===== src/rtl/fetch_unit.sv =====
// fetch_unit: instruction-fetch (IF) stage of the 5-stage pipeline.
//   Owns the PC and drives instruction-memory ReadAddress (combinational).
//   The memory returns Instruction one cycle later, and this stage registers
//   it into the IF/ID pipeline register.
//   Handles sequential increment with wrap, decode stall (replay of the
//   pending address), and branch redirect with wrong-path squash.
//
// Optional feature: define FETCH_HALT_DETECT_EN to stop fetching after an
//   instruction whose top nibble is 4'hF. Only a redirect or a reset resumes
//   fetching. Without the macro, opcode 4'hF is an ordinary instruction and
//   halted is tied to 0.
//
// Ports:
//   clk             in   pipeline clock, rising edge
//   rst             in   asynchronous active-low reset
//   stall           in   decode stall: hold PC and IF/ID
//   redirect        in   taken branch/jump: squash the wrong path
//   redirect_target in   new PC when redirect=1
//   Instruction     in   registered memory data for the previous ReadAddress
//   ReadAddress     out  instruction-memory address (combinational)
//   id_instr        out  IF/ID instruction
//   id_pc           out  address of id_instr
//   id_valid        out  IF/ID holds a real instruction
//   addr_err        out  sticky flag: out-of-range redirect target seen
//   halted          out  fetch halted (halt-detect builds only)
module fetch_unit #(
    parameter int unsigned ADDR_LIMIT = 16,
    parameter int unsigned AW         = 16,
    parameter int unsigned IW         = 16
) (
    input  logic          clk,
    input  logic          rst,
    input  logic          stall,
    input  logic          redirect,
    input  logic [AW-1:0] redirect_target,
    input  logic [IW-1:0] Instruction,
    output logic [AW-1:0] ReadAddress,
    output logic [IW-1:0] id_instr,
    output logic [AW-1:0] id_pc,
    output logic          id_valid,
    output logic          addr_err,
    output logic          halted
);

    typedef enum logic {
        ST_RUN    = 1'b0,
        ST_HALTED = 1'b1
    } state_e;

    logic [AW-1:0] pc_q, pc_d;
    logic [AW-1:0] f_pc_q, f_pc_d;     // address whose data is on Instruction
    logic          f_valid_q, f_valid_d;
    logic [IW-1:0] id_instr_q, id_instr_d;
    logic [AW-1:0] id_pc_q, id_pc_d;
    logic          id_valid_q, id_valid_d;
    logic          addr_err_q, addr_err_d;
    state_e        state_q, state_d;

    logic          tgt_ok_c;
    logic [AW-1:0] tgt_c;

    // Wrapping PC increment.
    function automatic logic [AW-1:0] inc(input logic [AW-1:0] x);
        return (x == AW'(ADDR_LIMIT - 1)) ? '0 : x + AW'(1);
    endfunction

    // Out-of-range redirect targets are forced to address 0.
    always_comb begin
        tgt_ok_c = ({1'b0, redirect_target} < (AW + 1)'(ADDR_LIMIT));
        tgt_c    = tgt_ok_c ? redirect_target : '0;
    end

    // Memory address: stall/halt replay f_pc so Instruction keeps its word.
    always_comb begin
        ReadAddress = pc_q;
        if (!rst) begin
            ReadAddress = '0;
        end else if (redirect) begin
            ReadAddress = tgt_c;
        end else if (stall || (state_q == ST_HALTED)) begin
            ReadAddress = f_pc_q;
        end
    end

    // Next-state logic: redirect > halted > stall > normal fetch.
    always_comb begin
        pc_d       = pc_q;
        f_pc_d     = f_pc_q;
        f_valid_d  = f_valid_q;
        id_instr_d = id_instr_q;
        id_pc_d    = id_pc_q;
        id_valid_d = id_valid_q;
        addr_err_d = addr_err_q;
        state_d    = state_q;

        if (redirect) begin
            f_pc_d     = tgt_c;
            f_valid_d  = 1'b1;
            pc_d       = inc(tgt_c);
            id_valid_d = 1'b0;
            state_d    = ST_RUN;
            if (!tgt_ok_c) begin
                addr_err_d = 1'b1;
            end
        end else if (state_q == ST_HALTED) begin
            id_valid_d = 1'b0;
        end else if (!stall) begin
            id_instr_d = Instruction;
            id_pc_d    = f_pc_q;
            id_valid_d = f_valid_q;
            f_pc_d     = pc_q;
            f_valid_d  = 1'b1;
            pc_d       = inc(pc_q);
`ifdef FETCH_HALT_DETECT_EN
            // Halt word goes to decode; nothing behind it is fetched.
            if (f_valid_q && (Instruction[IW-1 -: 4] == 4'hF)) begin
                f_valid_d = 1'b0;
                pc_d      = pc_q;
                state_d   = ST_HALTED;
            end
`endif
        end
    end

    // State registers.
    always_ff @(posedge clk or negedge rst) begin
        if (!rst) begin
            pc_q       <= '0;
            f_pc_q     <= '0;
            f_valid_q  <= 1'b0;
            id_instr_q <= '0;
            id_pc_q    <= '0;
            id_valid_q <= 1'b0;
            addr_err_q <= 1'b0;
            state_q    <= ST_RUN;
        end else begin
            pc_q       <= pc_d;
            f_pc_q     <= f_pc_d;
            f_valid_q  <= f_valid_d;
            id_instr_q <= id_instr_d;
            id_pc_q    <= id_pc_d;
            id_valid_q <= id_valid_d;
            addr_err_q <= addr_err_d;
            state_q    <= state_d;
        end
    end

    assign id_instr = id_instr_q;
    assign id_pc    = id_pc_q;
    assign id_valid = id_valid_q;
    assign addr_err = addr_err_q;
`ifdef FETCH_HALT_DETECT_EN
    assign halted   = (state_q == ST_HALTED);
`else
    assign halted   = 1'b0;
`endif

endmodule


===== config.mk =====
export PLATFORM = sky130hd
export DESIGN_NAME = fetch_unit
export DESIGN_NICKNAME = d
export VERILOG_FILES = /design/src/rtl/fetch_unit.sv
export SDC_FILE = /design/constraint.sdc
export NUM_CORES = 1
export LEC_CHECK = 0
export ABC_AREA = 0
export CORE_MARGIN = 2
export CORE_UTILIZATION = 45
export CTS_BUF_LIST = sky130_fd_sc_hd__clkbuf_2
export DETAILED_ROUTE_END_ITERATION = 8
export PLACE_DENSITY_LB_ADDON = 0.08
export SLEW_MARGIN = 10
export SYNTH_ARGS = -nofsm -noshare
export SYNTH_HDL_FRONTEND = slang
export SYNTH_SLANG_ARGS = --single-unit

===== constraint.sdc =====
create_clock -name clk -period 1.64 [get_ports clk]
set_input_delay 0.246 -clock clk [delete_from_list [all_inputs] [get_ports clk]]
set_output_delay 0.246 -clock clk [all_outputs]
set_load 0.005 [all_outputs]

# After elaboration in Yosys (flattened, before gate mapping)
# Cells that the tools add are included.
[totals]
regBits = 67
input_bits = 36
output_inout_bits = 51
[op_classes]
n_mux = 14
n_eq_ne = 3
add_sub_neg = 2
magnitude_cmp = 1
n_reduce_logical = 2
bitwise_logic = 3
[ops]
columns = ["op", "n"]
rows = [
  ["$mux W16", 10],
  ["$add A16 B1 Y16 const B", 2],
  ["$eq A16 B4 Y1 const B", 2],
  ["$lt A16 B5 Y1 const B", 1],
  ["$mux W1", 4],
  ["$reduce_and A2 Y1", 2],
  ["$not A1 Y1", 3],
  ["$ne A2 B1 Y1 const B", 1],
]

# Longest topological paths before layout
# Gate-level depths: netlist of run 1.
[logic_depth]
ltp_word = 5
ltp_mapped = 8
mapped_depth_nobuf = 8

# Worst setup path before layout of run 1
# OpenSTA, ideal clock, no wires.
[synth_timing]
path_kind = "reg-to-reg"
startpoint = "reg pc_q[5]"
endpoint = "reg pc_q[15]"
n_path_buf = 2
path_stages_with_launch = 7
setup_ns = 0.078
setup_slack_ns = -0.062
arrival_time_ns = 1.625
t_required_ns = 1.562
cell_sequence = "dfrtp_1 > buf_6 > nand4_1 > or3_1 > buf_2 > or4_1 > a21oi_1"
[synth_between]
elab_chain_len = 4
elab_cells_between_ends = 5
cone_classes = "1 x add/sub; 1 x eq/ne; 3 x mux"
[synth_lines]
columns = ["item", "line", "text"]
rows = [
  ["from (decl)", "50", "logic [AW-1:0] pc_q, pc_d;"],
  ["from (signal assigned)", "137", "pc_q <= pc_d;"],
  ["$add A16 B1 Y16 / $eq A16 B4 Y1 (equally long branches)", "64", "return (x == AW'(ADDR_LIMIT - 1)) ? '0 : x + AW'(1);"],
  ["$mux W16 *", "64", ""],
  ["$mux W16 *", "107", "end else if (!stall) begin"],
  ["$mux W16 *", "96", "if (redirect) begin"],
]
# Every way passes the cells marked *; elsewhere a longest branch is shown, timed or not. The select of a mux whose other input is x is not followed.
# A chain may end at the register's enable or synchronous reset.

# Final worst setup path of run 1
[layout_timing]
startpoint = "reg pc_q[1]"
endpoint = "out ReadAddress[1]"
[layout_between]
elab_chain_len = 3
[layout_lines]
columns = ["item", "line", "text"]
rows = [
  ["$mux W16", "80", "end else if (stall || (state_q == ST_HALTED)) begin"],
  ["$mux W16", "78", "end else if (redirect) begin"],
  ["$mux W16", "76", "if (!rst) begin"],
  ["to (decl)", "37", "output logic [AW-1:0] ReadAddress,"],
]
# Every way passes these cells.

==> impl_metrics.csv, run 1 <==
group,metric,value,unit
logic_synthesis,syn_nets,381,
timing,period_minus_slack,1910,ps
outcome,outcome,"complete, but fails checks",
finish,antenna_cells,0,
grt,antenna_found_initial,0,
clock_tree,clock_latency,550,ps
timing,relSlewSlack,0.548,
worst_hold_path,holdPathStages,3,
logic_synthesis,synth_edf_count,0,
detailed_routing,viasPerCell,5.16,
outcome,violations,"negative setup slack",
finish,fillerInstances,488,
logic_synthesis,ys_ff_latch,67,
power_and_ir_drop,power_leakage,2.77,nW
logic_synthesis,synthDistinctLibCells,46,
timing,rsz0062_at_grt,"yes",
logic_synthesis,syn_avg_cell_area,9.12,sq um
logic_synthesis,ys.flop_type,"dfrtp_1",
critical_path,worstRegToRegCells,6,
worst_hold_path,hold_path.startpoint,"Instruction[6]",
detailed_routing,wirelength,9890,um
timing,clock.fmax,0.523,GHz
logic_synthesis,synthArstFlopShare,1.00,
logic_synthesis,synth_top_area_cell,"dfrtp_1",
floorplanning,coreArea,6760,sq um
critical_path,crit_path_end_kind,"output pin",
logic_synthesis,synth_warnings,0,
clock_tree,clock_sinks,67,
floorplanning,die_x,87.4,um
critical_path,crit_chain,"mux2i_1 > nor2_1 > a31o_4 > and2_4 > buf_6",
clock_tree,h-tree-depth,3,
detailed_routing,drc_errors,0,
detailed_routing,dr_wl_met2,4950,um
detailed_routing,drt.antenna.violating_nets,0,
detailed_routing,met1_length,4190,um
detailed_routing,drt_iter0_drc,136,
grt,first_global_vias,3224,
critical_path,worstPathRequired,1390,ps
logic_synthesis,synth_top_area_frac,0.536,
finish,postLayoutCoreUtil,0.777,
finish,final_nets,581,
worst_hold_path,hold_class,"input pin to flip-flop",
placed_design,post-dp-hpwl,5840,um
clock_tree,cts_tree,"built",
placed_design,gp_congestion,0.872,
placed_design,portBuffers,85,
detailed_routing,met3_length,521,um
timing,setup_violations,20,
critical_path,rrSetupSlack,-100,ps
logic_synthesis,synth_common_cells,"nand2_1 (108), dfrtp_1 (67), and2_1 (19), nor2_1 (18), mux2i_1 (15)",
critical_path,cpMaxStageDelayCell,"dfrtp_1",
floorplanning,initial_core_util,0.463,
timing,skew,20.4,ps
timing,finalSetupTns,-2900,ps
timing,hold_viol_final,0,
critical_path,regToRegStartpoint,"pc_q[0]",
logic_synthesis,yosysMostFrequentCell,"nand2_1",
detailed_routing,first_pass_iters,5,
timing,fin_crit_sh,1.17,
detailed_routing,highest_layer,"met4",
logic_synthesis,seq_area_frac_synth,0.536,
floorplanning,io_pins,87,
timing,finalMaxSlewViolations,0,
grt,grt_usage,0.263,
critical_path,worstPathMaxFanout,2,
flow_run,max_cap_violations,0,
finish,area_growth,67.9,%
power_and_ir_drop,p_per_area,663,nW/um^2
floorplanning,die_area,7630,sq um
grt,grt_overflow,0,
clock_tree,clk_pin_slew,220,ps
critical_path,crit_type,"flip-flop to output pin",
grt,grt_max_degree,33,
finish,drive_gt1_frac,0.370,
clock_tree,clockBufferDepth,2,
detailed_routing,routedWlPerCell,15.7,um
critical_path,startpoint_type,"flip-flop",
logic_synthesis,syn-instance-count,343,
critical_path,r2r_end,"pc_q[14]",
clock_tree,cts_buffers,9,
power_and_ir_drop,ir_worst_vdd,0.000404,V
logic_synthesis,synth_area,3130,sq um
worst_hold_path,min_to,"id_instr[6]",
timing,postLayoutSetupSlackWorst,-273,ps
critical_path,cp_slowest_stage_delay,440,ps
logic_synthesis,synthTopCellsByArea,"dfrtp_1 (54%), nand2_1 (13%), mux2i_1 (4.8%), and2_1 (3.8%), nor2_1 (2.2%)",
floorplanning,rows,30,
floorplanning,fp.dieH,87.4,um
critical_path,arrival,1670,ps
clock_tree,cts-root-buf,"clkbuf_2",
detailed_routing,vias,3241,
timing,worst_pin_slew,676,ps
grt,grt_pass1_wl,15200,um
[layout make-up]
class                           instances  area (sq um)  share of cell area
Timing Repair Buffer                  209          1740               0.331
Clock buffer                           10          50.0             0.00953
Tap cell                               80           100              0.0191
Multi-Input combinational cell        251          1570               0.299
Inverter                                5          18.8             0.00357
Sequential cell                        67          1680               0.320
Clock inverter                          6          90.1              0.0172
[cells in the final DEF, fill, tap and decap left out, types with 3 or more instances in the layout]
master and instances:
a21oi_1 3, a21oi_2 7, and2_1 17, buf_2 16, buf_4 100, buf_6 24
clkbuf_2 15, clkdlybuf4s50_1 20, dfrtp_1 65, dlygate4sd2_1 38, inv_1 5, mux2i_1 15
nand2_1 107, nand2b_1 4, nand3_1 9, nand3_2 3, nand4_1 7, nor2_1 16
nor4_4 4, o211ai_1 3, o21ai_0 5, o21ai_1 3, or3_1 5, or3_4 3
[per-layer routing]
layer,track usage,up-vias
met5,0,-
met4,0.106,0
met3,0.0531,21
met2,0.437,101
met1,0.336,1562
li1,-,1557
[logic make-up after synthesis]
group	Yosys count	synth area share
simple gates	194	0.285
flops	67	0.536
compound gates	35	0.0708
buf+inv	25	0.0392
mux	16	0.0516
xor+xnor	3	0.00840
fa+ha+maj	2	0.00800
other cells	1	0.00120
[worst max path at each step]
stage,from,to,slack [ps],cells past startpoint
6_report,pc_q[1],ReadAddress[1],-270,5
5_1_grt,pc_q[0],ReadAddress[0],-330,5
4_1_cts,pc_q[0],ReadAddress[0],-270,5
3_5_place_dp,redirect_target[13],ReadAddress[0],-800,6
3_3_place_gp,redirect_target[8],ReadAddress[0],-700,6
2_1_floorplan,pc_q[5],pc_q[15],30,6
[repair_timing]
item                                    CTS  global route
gates resized for setup                 168            34
pin swaps                                27            25
endpoints found under the setup margin   62            32
endpoints found under the hold margin    67             0
buffers inserted                         70             8
hold buffers                              1             0
[state kept, by name, summed over array words and instances, names as in the netlist]
register	flops
f_valid_q	1
addr_err	1
pc_q	16
id_instr	16
id_valid	1
f_pc_q	16
id_pc	16
[worst max-delay path: cells and delay by family (launching register included)]
| family | cells | cell delay, ps |
|---|---|---|
| mux | 1 | 140 |
| flops | 1 | 440 |
| buf+inv | 1 | 100 |
| simple gates | 2 | 230 |
| compound gates | 1 | 210 |
[power by group]
part	total [mW]	leakage, nW	switching (mW)	internal, mW
combinational	0.559	1.81	0.266	0.292
sequential	1.76	0.885	0.0368	1.72
clock	1.16	0.0821	0.649	0.513
total	3.48	2.77	0.953	2.53
[through the flow]
stage          instance area, sq um  hold WS [ps]  setup slack, ps  std cells  total power [mW]
2_1_floorplan                  3160         -49.6             28.9        343              1.96
3_3_place_gp                   4390           143             -704        537              2.31
3_5_place_dp                   4390           147             -799        537              2.32
4_1_cts                        5140           198             -271        624              3.46
5_1_grt                        5250           192             -335        628              3.61
6_report                       5250           193             -273        628              3.48
Note: power is estimated with default switching activity, not from simulation.
==> run 2: changes to the inputs <==
--- a/config.mk
+++ b/config.mk
@@ -10,7 +10,9 @@
 export CORE_UTILIZATION = 45
 export CTS_BUF_LIST = sky130_fd_sc_hd__clkbuf_2
 export DETAILED_ROUTE_END_ITERATION = 8
+export GPL_ROUTABILITY_DRIVEN = 0
 export PLACE_DENSITY_LB_ADDON = 0.08
+export SKIP_LAST_GASP = 1
 export SLEW_MARGIN = 10
 export SYNTH_ARGS = -nofsm -noshare
 export SYNTH_HDL_FRONTEND = slang
==> impl_metrics.csv, run 2 (synthesis results as in run 1) <==
group,metric,value,unit
floorplanning,rows,30,
finish,postLayoutCoreUtil,0.771,
power_and_ir_drop,p_seq_frac,0.507,
timing,hold_slack,186,ps
power_and_ir_drop,p_sw_frac,0.273,
critical_path,worstRegToRegCells,6,
worst_hold_path,hold_path.startpoint,"Instruction[6]",
critical_path,critPathBufInv,1,
placed_design,portBuffers,85,
finish,area_growth,66.7,%
timing,finalMaxSlewViolations,0,
clock_tree,h-tree-depth,3,
floorplanning,die_x,87.4,um
worst_hold_path,min_to,"id_instr[6]",
floorplanning,initial_core_util,0.463,
power_and_ir_drop,combPwrFrac,0.159,
floorplanning,fp.dieH,87.4,um
detailed_routing,drt.antenna.violating_nets,0,
placed_design,post-dp-hpwl,5840,um
critical_path,startpoint_type,"flip-flop",
clock_tree,cts-root-buf,"clkbuf_2",
finish,drive_gt1_frac,0.366,
clock_tree,clockBufferDepth,2,
clock_tree,cts_tree,"built",
critical_path,r2r_end,"pc_q[14]",
critical_path,rrSetupSlack,-110,ps
critical_path,cp_slowest_stage_delay,450,ps
critical_path,regToRegStartpoint,"pc_q[0]",
power_and_ir_drop,p_clk_frac,0.334,
outcome,violations,"negative setup slack",
floorplanning,io_pins,87,
timing,worst_pin_slew,681,ps
critical_path,crit_path_end_kind,"output pin",
worst_hold_path,hold_class,"input pin to flip-flop",
power_and_ir_drop,switchingPower,947,uW
power_and_ir_drop,intPower,2.53,mW
grt,grt_usage,0.256,
grt,grt_max_degree,33,
detailed_routing,drt_iter0_drc,150,
grt,grt_pass1_wl,14900,um
critical_path,arrival,1670,ps
outcome,outcome,"complete, but fails checks",
detailed_routing,first_pass_iters,6,
timing,relSlewSlack,0.545,
clock_tree,clock_sinks,67,
critical_path,worstPathMaxFanout,2,
finish,final_common_cell,"buf_4",
grt,antenna_found_initial,0,
timing,postLayoutSetupSlackWorst,-279,ps
critical_path,crit_type,"flip-flop to output pin",
finish,final_cell_mix,"buf_4 (116), nand2_1 (107), dfrtp_1 (65)",
floorplanning,die_area,7630,sq um
flow_run,max_cap_violations,0,
timing,rsz0062_at_grt,"yes",
detailed_routing,drc_errors,0,
detailed_routing,viasPerCell,5.20,
worst_hold_path,holdPathStages,3,
critical_path,crit_chain,"mux2_4 > nand2_4 > o31ai_4 > and2_1 > buf_2",
clock_tree,cts_buffers,9,
timing,hold_viol_final,0,
timing,period_minus_slack,1920,ps
floorplanning,coreArea,6760,sq um
clock_tree,clock_latency,560,ps
grt,grt_overflow,0,
critical_path,cpMaxStageDelayCell,"dfrtp_1",
power_and_ir_drop,ir_worst_vdd,0.000518,V
critical_path,cp_top_family,"flip-flops",
timing,skew,28.7,ps
grt,first_global_vias,3156,
placed_design,dpl_cell_area,4390,sq um
power_and_ir_drop,power_leakage,2.78,nW
finish,design_area,5210,sq um
power_and_ir_drop,p_per_area,667,nW/um^2
timing,fin_crit_sh,1.17,
critical_path,cp-startpoint,"pc_q[0]",
detailed_routing,routedWlPerCell,15.3,um
critical_path,worstPathRequired,1390,ps
detailed_routing,wirelength,9680,um
timing,setup_violations,29,
finish,final_nets,585,
timing,clock.fmax,0.521,GHz
finish,antenna_cells,0,
clock_tree,clk_pin_slew,220,ps
timing,finalSetupTns,-2890,ps
detailed_routing,vias,3285,
-- run 2: cell count changes in the layout (fill, tap and decap cells not counted), moves of 2 or more --
cell / delta
buf_4: +16
buf_6: -12
a21oi_1: +2
a21oi_2: -2
-- run 2: area by class of cell --
class,instances,area [sq um]
repair buffers,213,1720
flip-flops and latches,67,1680
multi-input cells,251,1550
fillers,486,1550
well taps,80,100
clock inverters,6,90.1
clock buffers,10,50.0
inverters,5,18.8
-- run 2: routing by layer --
metal / global-route usage / wire length [um]
met5: 0 / 0
met4: 0.0937 / 369
met3: 0.0569 / 509
met2: 0.417 / 4620
met1: 0.334 / 4170
-- run 2: per-stage QoR --
step	setup WS (ps)	std cells	power, mW
3_3_place_gp	-704	537	2.31
3_5_place_dp	-799	537	2.32
2_1_floorplan	28.9	343	1.96
4_1_cts	-271	624	3.45
6_report	-279	632	3.48
5_1_grt	-350	632	3.63
-- run 2: timing repair --
action	4_1_cts	5_1_grt
setup endpoints to repair	62	32
endpoints found under the hold margin	67	0
hold buffers	1	0
gates resized for setup	143	38
pin swaps	26	36
buffers inserted	70	14
-- run 2: worst max path at each step --
stage,endpoint,slack (ps),depth (start not counted)
floorplan,pc_q[15],30,6
global placement,ReadAddress[0],-700,6
detailed placement,ReadAddress[0],-800,6
CTS,ReadAddress[0],-270,5
global route,ReadAddress[0],-350,5
finish,ReadAddress[0],-280,5
-- run 2: worst register-to-register path, cell delays in order (launching register included) --
cell	delay (ps)
dfrtp_1	430
buf_4	170
ha_4	170
nand4_1	130
or2_4	300
or3_1	350
a21oi_1	150
-- run 2: power groups by stage --
stage	registers, mW	logic (mW)	clock network (mW)
final	1.76	0.554	1.16
after global routing	1.77	0.608	1.25
after CTS	1.76	0.539	1.15
after detailed placement	1.80	0.523	0
after global placement	1.79	0.515	0
after floorplan	1.80	0.166	0
==> run 3: changes to the inputs <==
--- a/config.mk
+++ b/config.mk
@@ -11,7 +11,9 @@
 export CTS_BUF_LIST = sky130_fd_sc_hd__clkbuf_2
 export DETAILED_ROUTE_END_ITERATION = 8
 export GPL_ROUTABILITY_DRIVEN = 0
+export HOLD_SLACK_MARGIN = 0.02
 export PLACE_DENSITY_LB_ADDON = 0.08
+export SETUP_SLACK_MARGIN = 0.5
 export SKIP_LAST_GASP = 1
 export SLEW_MARGIN = 10
 export SYNTH_ARGS = -nofsm -noshare
==> impl_metrics.csv, run 3 (synthesis results as in run 1) <==
group,metric,value,unit
critical_path,crit_type,"flip-flop to output pin",
timing,setup_violations,21,
finish,area_growth,62.2,%
clock_tree,cts_buffers,9,
finish,design_area,5070,sq um
clock_tree,clock_sinks,67,
critical_path,arrival,1630,ps
finish,multi_input_area,1590,sq um
timing,worst_pin_slew,767,ps
timing,fin_crit_sh,1.14,
floorplanning,coreArea,6760,sq um
grt,grt_pass1_wl,14600,um
detailed_routing,routedWlPerCell,15.8,um
detailed_routing,drt_iter0_drc,161,
critical_path,cp-startpoint,"pc_q[0]",
critical_path,regToRegStartpoint,"pc_q[1]",
detailed_routing,drt.antenna.violating_nets,0,
critical_path,rrSetupSlack,-170,ps
power_and_ir_drop,ir_worst_vdd,0.000406,V
detailed_routing,viasPerCell,5.18,
critical_path,cp_slowest_stage_delay,440,ps
critical_path,worstPathRequired,1390,ps
timing,finalMaxSlewViolations,0,
critical_path,worstPathMaxFanout,2,
finish,postLayoutCoreUtil,0.751,
timing,relSlewSlack,0.489,
grt,grt_max_degree,30,
clock_tree,clockBufferDepth,2,
power_and_ir_drop,p_per_area,647,nW/um^2
flow_run,max_cap_violations,0,
grt,antenna_found_initial,0,
critical_path,r2r_end,"pc_q[15]",
outcome,violations,"negative setup slack",
detailed_routing,first_pass_iters,4,
clock_tree,cts-root-buf,"clkbuf_2",
timing,postLayoutSetupSlackWorst,-234,ps
floorplanning,die_x,87.4,um
floorplanning,rows,30,
grt,grt_overflow,0,
finish,final_cell_mix,"nand2_1 (107), buf_4 (99), dfrtp_1 (67)",
grt,grt_usage,0.246,
critical_path,startpoint_type,"flip-flop",
finish,final_nets,579,
timing,clock.fmax,0.534,GHz
clock_tree,h-tree-depth,3,
clock_tree,cts_tree,"built",
floorplanning,fp.dieH,87.4,um
detailed_routing,drc_errors,0,
critical_path,cpMaxStageDelayCell,"dfrtp_1",
floorplanning,initial_core_util,0.463,
outcome,outcome,"complete, but fails checks",
timing,skew,27.1,ps
placed_design,dpl_cell_area,4400,sq um
power_and_ir_drop,power_leakage,2.69,nW
detailed_routing,vias,3243,
clock_tree,clk_pin_slew,190,ps
finish,fillerInstances,479,
placed_design,portBuffers,85,
timing,hold_viol_final,0,
timing,rsz0062_at_grt,"yes",
finish,regArea,1680,sq um
finish,drive_gt1_frac,0.436,
power_and_ir_drop,power,3.28,mW
timing,period_minus_slack,1870,ps
detailed_routing,wirelength,9910,um
floorplanning,die_area,7630,sq um
finish,final_common_cell,"nand2_1",
placed_design,post-dp-hpwl,5650,um
clock_tree,clock_latency,510,ps
critical_path,crit_chain,"mux2_4 > nand2_4 > o31ai_2 > and2_1 > buf_2",
critical_path,crit_path_end_kind,"output pin",
critical_path,worstRegToRegCells,6,
worst_hold_path,hold_class,"input pin to asynchronous set/reset pin",
finish,antenna_cells,0,
grt,first_global_vias,3052,
floorplanning,io_pins,87,
-- run 3: changes by cell type in the layout (fill, tap and decap cells not counted), sizes merged --
| cell | delta |
|---|---|
| buf | +29 |
| bufinv | -1 |
| clkdlybuf4s15 | +2 |
| clkinv | +1 |
| dlygate4sd2 | -38 |
| dlygate4sd3 | -1 |
| dlymetal6s4s | +2 |
-- run 3: power breakdown --
group	switching, mW	internal, mW	total, mW
Sequential	0.0351	1.72	1.76
Combinational	0.275	0.309	0.584
Clock	0.595	0.345	0.940
Total	0.905	2.38	3.28
-- run 3: area by class of cell --
cell class	instances	share of cell area
Sequential cell	67	0.331
Multi-Input combinational cell	251	0.313
Timing Repair Buffer	207	0.313
Tap cell	80	0.0197
Clock inverter	6	0.0111
Clock buffer	10	0.00987
Inverter	5	0.00370
-- run 3: how the worst max path moves through the flow --
stage,endpoint,slack (ps)
2_1_floorplan,pc_q[15],30
4_1_cts,ReadAddress[1],-220
3_5_place_dp,ReadAddress[0],-730
3_3_place_gp,ReadAddress[0],-700
6_report,ReadAddress[0],-230
5_1_grt,ReadAddress[0],-310
-- run 3: repair_timing --
item                                    CTS  global route
hold buffers                              2             0
hold endpoints to repair                 67             0
endpoints found under the setup margin   99           119
gates resized for setup                 259            40
setup buffers                            47            29
pin swaps                                55            24
-- run 3: metal layers --
| metal | track usage | routed length [um] | vias up |
|---|---|---|---|
| li1 | - | - | 1546 |
| met1 | 0.323 | 4190 | 1552 |
| met2 | 0.395 | 4940 | 127 |
| met3 | 0.0493 | 609 | 18 |
| met4 | 0.110 | 167 | 0 |
| met5 | 0 | 0 | - |
-- run 3: worst max-delay path: cells and delay by family (launching register included) --
kind	cells	cell delay [ps]
AOI/OAI and AO/OA	1	70
and+or+nand+nor	2	210
DFF	1	440
buffers and inverters	1	120
muxes	1	290
-- run 3: per-stage QoR --
stage          setup slack [ps]  setup TNS, ps  hold slack, ps  std cells
2_1_floorplan              29.6              0           -49.6        343
3_3_place_gp               -702         -29430             208        532
3_5_place_dp               -733         -30480             203        532
4_1_cts                    -219          -1530             111        597
5_1_grt                    -305          -4270             110        626
6_report                   -234          -2380            90.4        626
